File: src/rtl/bit_buffer.sv
// bit_buffer: single-bit serial delay buffer.
// Captures `in` on every rising edge into a DEPTH-bit shift register and
// exposes the history, the oldest sample, a fill status and 0->1 / 1->0
// edge decodes of the two newest samples. All outputs come from registers
// (directly, or through small decodes of register bits), so nothing leads
// combinationally from `in` to an output.
//
// Ports
//   clk    rising-edge clock
//   reset  synchronous, active-high; clears history and fill count
//   in     serial data bit, sampled every posedge
//   out    oldest sample, buff[DEPTH-1]
//   buff   sample history, bit 0 newest, bit DEPTH-1 oldest
//   valid  high once DEPTH samples captured since last reset
//   rise   buff[1:0] == 2'b01
//   fall   buff[1:0] == 2'b10
module bit_buffer #(
  parameter int DEPTH = 4  // legal 2..32
) (
  input  logic             clk,
  input  logic             reset,
  input  logic             in,
  output logic             out,
  output logic [DEPTH-1:0] buff,
  output logic             valid,
  output logic             rise,
  output logic             fall
);

  localparam int CW = $clog2(DEPTH + 1);
  localparam logic [CW-1:0] FULL = CW'(DEPTH);

  logic [CW-1:0] fill;

  always_ff @(posedge clk) begin
    if (reset) begin
      buff <= '0;
      fill <= '0;
    end else begin
      buff <= {buff[DEPTH-2:0], in};
      // Saturate so valid never drops until the next reset.
      if (fill != FULL) fill <= fill + CW'(1);
    end
  end

  assign out   = buff[DEPTH-1];
  assign valid = (fill == FULL);
  // Mutually exclusive by construction: they need opposite values of buff[0].
  assign rise  =  buff[0] & ~buff[1];
  assign fall  = ~buff[0] &  buff[1];

endmodule

File: config.mk
export PLATFORM = sky130hd
export DESIGN_NAME = bit_buffer
export DESIGN_NICKNAME = d
export VERILOG_FILES = /design/src/rtl/bit_buffer.sv
export SDC_FILE = /design/constraint.sdc
export NUM_CORES = 1
export LEC_CHECK = 0
export ABC_AREA = 1
export BUFFER_PORTS_ARGS = -buffer_cell sky130_fd_sc_hd__buf_2
export CELL_PAD_IN_SITES_DETAIL_PLACEMENT = 1
export CELL_PAD_IN_SITES_GLOBAL_PLACEMENT = 2
export CORE_MARGIN = 2
export CORE_UTILIZATION = 20
export DETAILED_ROUTE_END_ITERATION = 8
export PLACE_DENSITY_LB_ADDON = 0.2
export SYNTH_ARGS = -nofsm -noshare
export SYNTH_HDL_FRONTEND = slang
export SYNTH_SLANG_ARGS = --single-unit
File: constraint.sdc
create_clock -name clk -period 1 [get_ports clk]
set_input_delay 0.05 -clock clk [delete_from_list [all_inputs] [get_ports clk]]
set_output_delay 0.05 -clock clk [all_outputs]
set_load 0.01 [all_outputs]
==> results of run 1 <==
## cell usage after synthesis, drive strengths merged
cell type,n
nor2,11
o21ai,1
dfxtp,7
buf,1
nand3,1
nand2,6
ha,2
inv,9
## power by group through the flow
| stage | Clock [uW] | Sequential (uW) | Combinational, uW |
|---|---|---|---|
| CTS | 279 | 319 | 150 |
| detailed placement | 0 | 323 | 105 |
| global placement | 0 | 321 | 99.3 |
| global route | 297 | 324 | 188 |
| finish | 260 | 321 | 166 |
| floorplan | 0 | 323 | 64.1 |
## final cells by class
| type | instances | share of cell area (%) |
|---|---|---|
| Sequential cell | 7 | 33.4 |
| Clock buffer | 4 | 6.05 |
| Timing Repair Buffer | 14 | 19.9 |
| Tap cell | 15 | 4.32 |
| Multi-Input combinational cell | 21 | 28.5 |
| Inverter | 9 | 7.78 |
## worst max-delay path by stage
stage,end,slack (ns),cells after the start
6_report,valid,-0.05,5
5_1_grt,valid,-0.1,5
4_1_cts,valid,-0.07,5
3_5_place_dp,fill[0],-0.01,6
3_3_place_gp,fill[0],0.04,6
2_1_floorplan,fill[0],0.06,6
## routing by layer
layer  part of all wire [%]  global-route usage, %
met5                      0                      0
met4                      0                   5.81
met3                    4.7                   3.91
met2                     53                   16.9
met1                     42                   10.3
## kinds of logic (layout without fill, tap and decap cells)
family	count (synthesis)	count (layout)	synth area share [%]
compound gates	1	1	1.75
fa+ha+maj	2	2	8.77
buf+inv	10	27	14.5
flops	7	7	49.1
simple gates	18	18	25.9
## sequential cells by signal, indices dropped and copies added, names as in the netlist
| signal | count |
|---|---|
| buff | 4 |
| fill | 3 |
## tightest hold or removal path: cells and delay by family
family,cells,cell delay (ns)
buf+inv,2,0.13
simple gates,1,0.03
## per-stage QoR
stage / cells / hold slack (ns) / setup TNS [ns] / setup slack [ns]
floorplan: 38 / 0.117 / 0 / 0.0612
global placement: 63 / 0.249 / 0 / 0.0397
detailed placement: 63 / 0.274 / -0.0106 / -0.0106
CTS: 70 / 0.00764 / -0.0725 / -0.0725
global route: 70 / 0.0230 / -0.220 / -0.0965
finish: 70 / 0.0112 / -0.0587 / -0.0510
## timing repair
action                     CTS  global route
setup endpoints to repair    2             6
gates resized for setup      6             6
pin swaps                    2             2
setup buffers                3             0
==> metrics, run 1 <==
final wirelength around 700 um; setup ws final -0.0510 ns; Top Family by Delay on Critical Path flip-flops; CTS Root Buffer Type clkbuf_4; library cells used by synthesis 10; TritonRoute pass-1 iters 1; nets@finish 61; RePlAce Congestion 0.645; worst-case reg-to-reg path depth 7; Post-route DRC 0; Detailed Place HPWL 503 um; Vias per Instance approximately 3.8; power after layout roughly 750 uW; most frequent cells in the layout nor2_1, buf_2, inv_1; clk_skew about 0.00009 ns; Max Freq ~950 MHz; vias in the first global route just over 300; Cell Rows 13; Die W approximately 42 um; n_diodes 0; WP data required between 0.9 and 1 ns; Synth Instances 38; crit end category output port; Slew Viols, Final 0; Pwr Density 1720 nW/um2; top cell type's share of synthesized area roughly 49%; area of the multi-input gates 124 um2; top cells by area, synth dfxtp_1, nor2_1, inv_1, ha_1, nand2_1; layout cells sized above 1 between 50% and 60%; Buffers on Ports 10; Synth area leader dfxtp_1; initial antenna violation count 0; Worst-Skew Late Latency about 0.25 ns; largest net degree at the start of global routing 7; Hold/Removal Path Class in -> reg; WL/cell 9.80 um; Static Leakage around 0.00025 uW; clock slew at reported path FFs approximately 0.06 ns; Slew headroom between 80% and 90%; CP bufs+invs 3; Die Ht between 40 and 50 um; Comb power frac ~22%; CTS tree built; P&R area growth vs syn 52.2%; final setup vio count 2; syn nets 43; CTS Buf Count 3; status finished, violations left; CP max FO 2; final hold violation count 0; synth warn 0; GRT Util Overall under 10%; crit path launch fill[0]; sequential area share after synthesis 49.1%; first-pass GRT wire length around 1300 um; P_int ~540 uW; critical path class reg -> out; unrepaired setup endpoints after global routing true; worst vdd ir 584 uV; Most Frequent Cell on Critical Path inv_2; failing checks negative setup slack; Crit-path slowest cell dfxtp_2; Avg Cell Area, Syn ~7.5 um2; Longest Clk Path Bufs 2; Reg2Reg Launch Point fill[0]; Fill cells 160; crit-path cells inv_2 -> ha_4 -> nand2_4 -> inv_2 -> buf_6; period utilization 105%; synthesized area ~290 um2; Switching Share 27.7%; # IOs 11; Max Cap Viol 0; Hold Path End buff[0]; flip-flop and latch area 145 um2; Worst R2R Setup Slack -0.01 ns; Placed Area between 300 and 400 um2; slowest cell delay on critical path roughly 0.34 ns; post-layout min period 1.05 ns; post-route ant nets 0; grt total ovfl 0; Initial Util between 20% and 30%; DR vias roughly 270; worst slew pin tran around 0.19 ns; Synth Register Bits 7; worst hold start in; cts hold-fix bufs 0; H-tree depth 1; clock share of power between 30% and 40%; critical path launch point type register; Final Cell Area ~430 um2; Data arrival, critical path 1.00 ns; CORE AREA around 1300 um2; sequential power share a little over two fifths; Hold Path Cell Cnt 3; net switching power figure a little over 200 uW; Critical R2R Capture fill[0]; Die ar. ~1700 um2; utilization after layout between 30% and 40%; Initial DRC Count 0; CTS sink count 7
No activity file was read; power rests on OpenSTA's default activity.
==> run 2, diff against run 1 <==
--- a/config.mk
+++ b/config.mk
@@ -5,12 +5,11 @@
 export SDC_FILE = /design/constraint.sdc
 export NUM_CORES = 1
 export LEC_CHECK = 0
-export ABC_AREA = 1
 export BUFFER_PORTS_ARGS = -buffer_cell sky130_fd_sc_hd__buf_2
 export CELL_PAD_IN_SITES_DETAIL_PLACEMENT = 1
 export CELL_PAD_IN_SITES_GLOBAL_PLACEMENT = 2
 export CORE_MARGIN = 2
-export CORE_UTILIZATION = 20
+export CORE_UTILIZATION = 22
 export DETAILED_ROUTE_END_ITERATION = 8
 export PLACE_DENSITY_LB_ADDON = 0.2
 export SYNTH_ARGS = -nofsm -noshare
==> run 2 against run 1 <==
- the run still ends with negative setup slack left
- register-to-register slack got worse by 0.07 ns
- setup slack got worse by 0.063 ns
- clock power about the same
- clock-buffer cell count unchanged
- flip-flop and latch count unchanged
- cell area increased by 1.4%
- fmax decreased by 5.7%
- die area decreased by 7.9%
- clock skew increased by 0.0067 ns
- cell count decreased by 16%
- largest cell class is now multi-input combinational cells
==> metrics, run 2 <==
Max Cap Viol 0; pre-CTS WS -0.0636 ns; Hold/Removal Path Class in -> reg; hold_ws approximately 0.026 ns; status finished, violations left; Slew headroom 83.6%; WL/cell ~10 um; top cell type's share of synthesized area between 40% and 50%; CTS tree built; GRT Util Overall between 10% and 20%; failing checks negative setup slack; post-route ant nets 0; Initial DRC Count 1; largest net degree at the start of global routing 8; final wirelength approximately 620 um; Worst-Skew Late Latency ~0.26 ns; top cells by area, synth dfxtp_1, nor2b_1, ha_1, a21bo_2, a21oi_1; RePlAce Congestion 0.710; critical path launch point type register; synthesized area around 290 um2; P&R area growth vs syn 53.7%; final hold violation count 0; Die Ht about 40 um; EDFF count, synth 0; Post-synth top flop dfxtp_1; Cell Rows 13; syn nets 33; Static Leakage around 0.00021 uW; Largest Register buff; critical path class reg -> out; Longest Clk Path Bufs 2; Slew Viols, Final 0; Buffers on Ports 10; net switching power figure about 190 uW; CTS sink count 7; layout cells sized above 1 about 70%; clk_skew approximately 0.0068 ns; Synth area leader dfxtp_1; Final Cell Area roughly 440 um2; most instantiated cells after synthesis dfxtp_1, nor2b_1; post-layout min period 1.11 ns; Post-route DRC 0; most frequent cells in the layout buf_2, nor2b_1; setup ws final -0.114 ns; max reg flops 4; most common cell after layout, fill and taps aside buf_2; Detailed Place HPWL 417 um; CP max FO 4; Vias per Instance ~4.3; sequential area share after synthesis around half; Placed Area around 360 um2; Data arrival, critical path 1.06 ns; synth warn 0; crit end category output port; Switching Share about a quarter; nets@finish 50; Initial Util 22.9%; period utilization 111%; first-pass GRT wire length 1000 um; unrepaired setup endpoints after global routing true; Comb power frac 20.3%; Async SR Flop Fraction 0%; clock share of power a little over a third; Pwr Density 1650 nW/um2; P_int between 500 and 600 uW; DR vias around 250; sequential power share roughly 44%; Max Freq roughly 900 MHz; library cells used by synthesis 13; final setup vio count 4; Synth Register Bits 7; clock slew at reported path FFs about 0.050 ns; CORE AREA about 1300 um2; WP data required roughly 0.95 ns; TritonRoute pass-1 iters 2; n_diodes 0; worst slew pin tran between 0.2 and 0.25 ns; vias in the first global route between 200 and 250; Die W 40.1 um; most common cell in the netlist dfxtp_1; # IOs 11; worst vdd ir 624 uV; Synth Instances 28; initial antenna violation count 0; grt total ovfl 0; CTS Root Buffer Type clkbuf_4; CTS Buf Count 3; Avg Cell Area, Syn a little over 10 um2; biggest regs buff (4), fill (3); H-tree depth 1; Die ar. 1610 um2
run 2: critical path, cell delays in order, from the launching register on:
cell and delay, ns:
dfxtp_4 0.36, inv_2 0.04, ha_4 0.15, and2_4 0.15, buf_6 0.11
run 2: cell type report:
cell class / count / area (um2)
well taps: 15 / 18.8
flip-flops and latches: 7 / 148
multi-input cells: 18 / 161
clock buffers: 4 / 26.3
fillers: 142 / 812
inverters: 2 / 7.51
repair buffers: 13 / 78.8
run 2: worst paths after layout:
path | from | depth (start not counted) | end | slack (ns)
max | fill[0] | 4 | valid | -0.11
min | in | 2 | buff[0] | 0.03
max reg2reg | fill[0] | 5 | fill[1] | -0.08
min reg2reg | buff[2] | 1 | buff[3] | 0.47
run 2: cells by family (layout without fill, tap and decap cells):
logic type	after synthesis	after routing	share of synthesized area [%]
simple gates	12	12	27.1
compound gates	4	4	10.0
flops	7	7	48.9
fa+ha+maj	2	2	8.73
buf+inv	3	19	5.24
run 2: power groups by stage:
| stage | Clock (uW) | Combinational (uW) | Sequential [uW] |
|---|---|---|---|
| global route | 307 | 165 | 324 |
| CTS | 272 | 136 | 317 |
| finish | 259 | 148 | 321 |
| floorplan | 0 | 61.7 | 322 |
| detailed placement | 0 | 104 | 321 |
| global placement | 0 | 98.3 | 320 |
run 2: repair_timing:
action / CTS / global route
hold buffers: 0 / 0
pin swaps: 2 / 0
buffers inserted: 1 / 1
setup endpoints to repair: 4 / 6
gates resized for setup: 7 / 7
run 2: through the flow:
step                power (uW)  instances  TNS (ns)  util [%]
floorplan                  384         28         0         -
global placement           418         53   -0.0683      28.5
detailed placement         425         53    -0.175      28.5
CTS                        725         58    -0.367      33.4
global route               795         59    -0.500      35.2
finish                     727         59    -0.335      35.2
run 2: layer usage:
metal  wire (um)  part of all wire (%)  track usage, %  up-vias
met4          12                   1.9            7.76        0
li1            -                     -               -      122
met5           0                     0               0        -
met1         246                    40            11.1      118
met2         306                    49            14.1        9
met3          55                   8.9            10.0        3
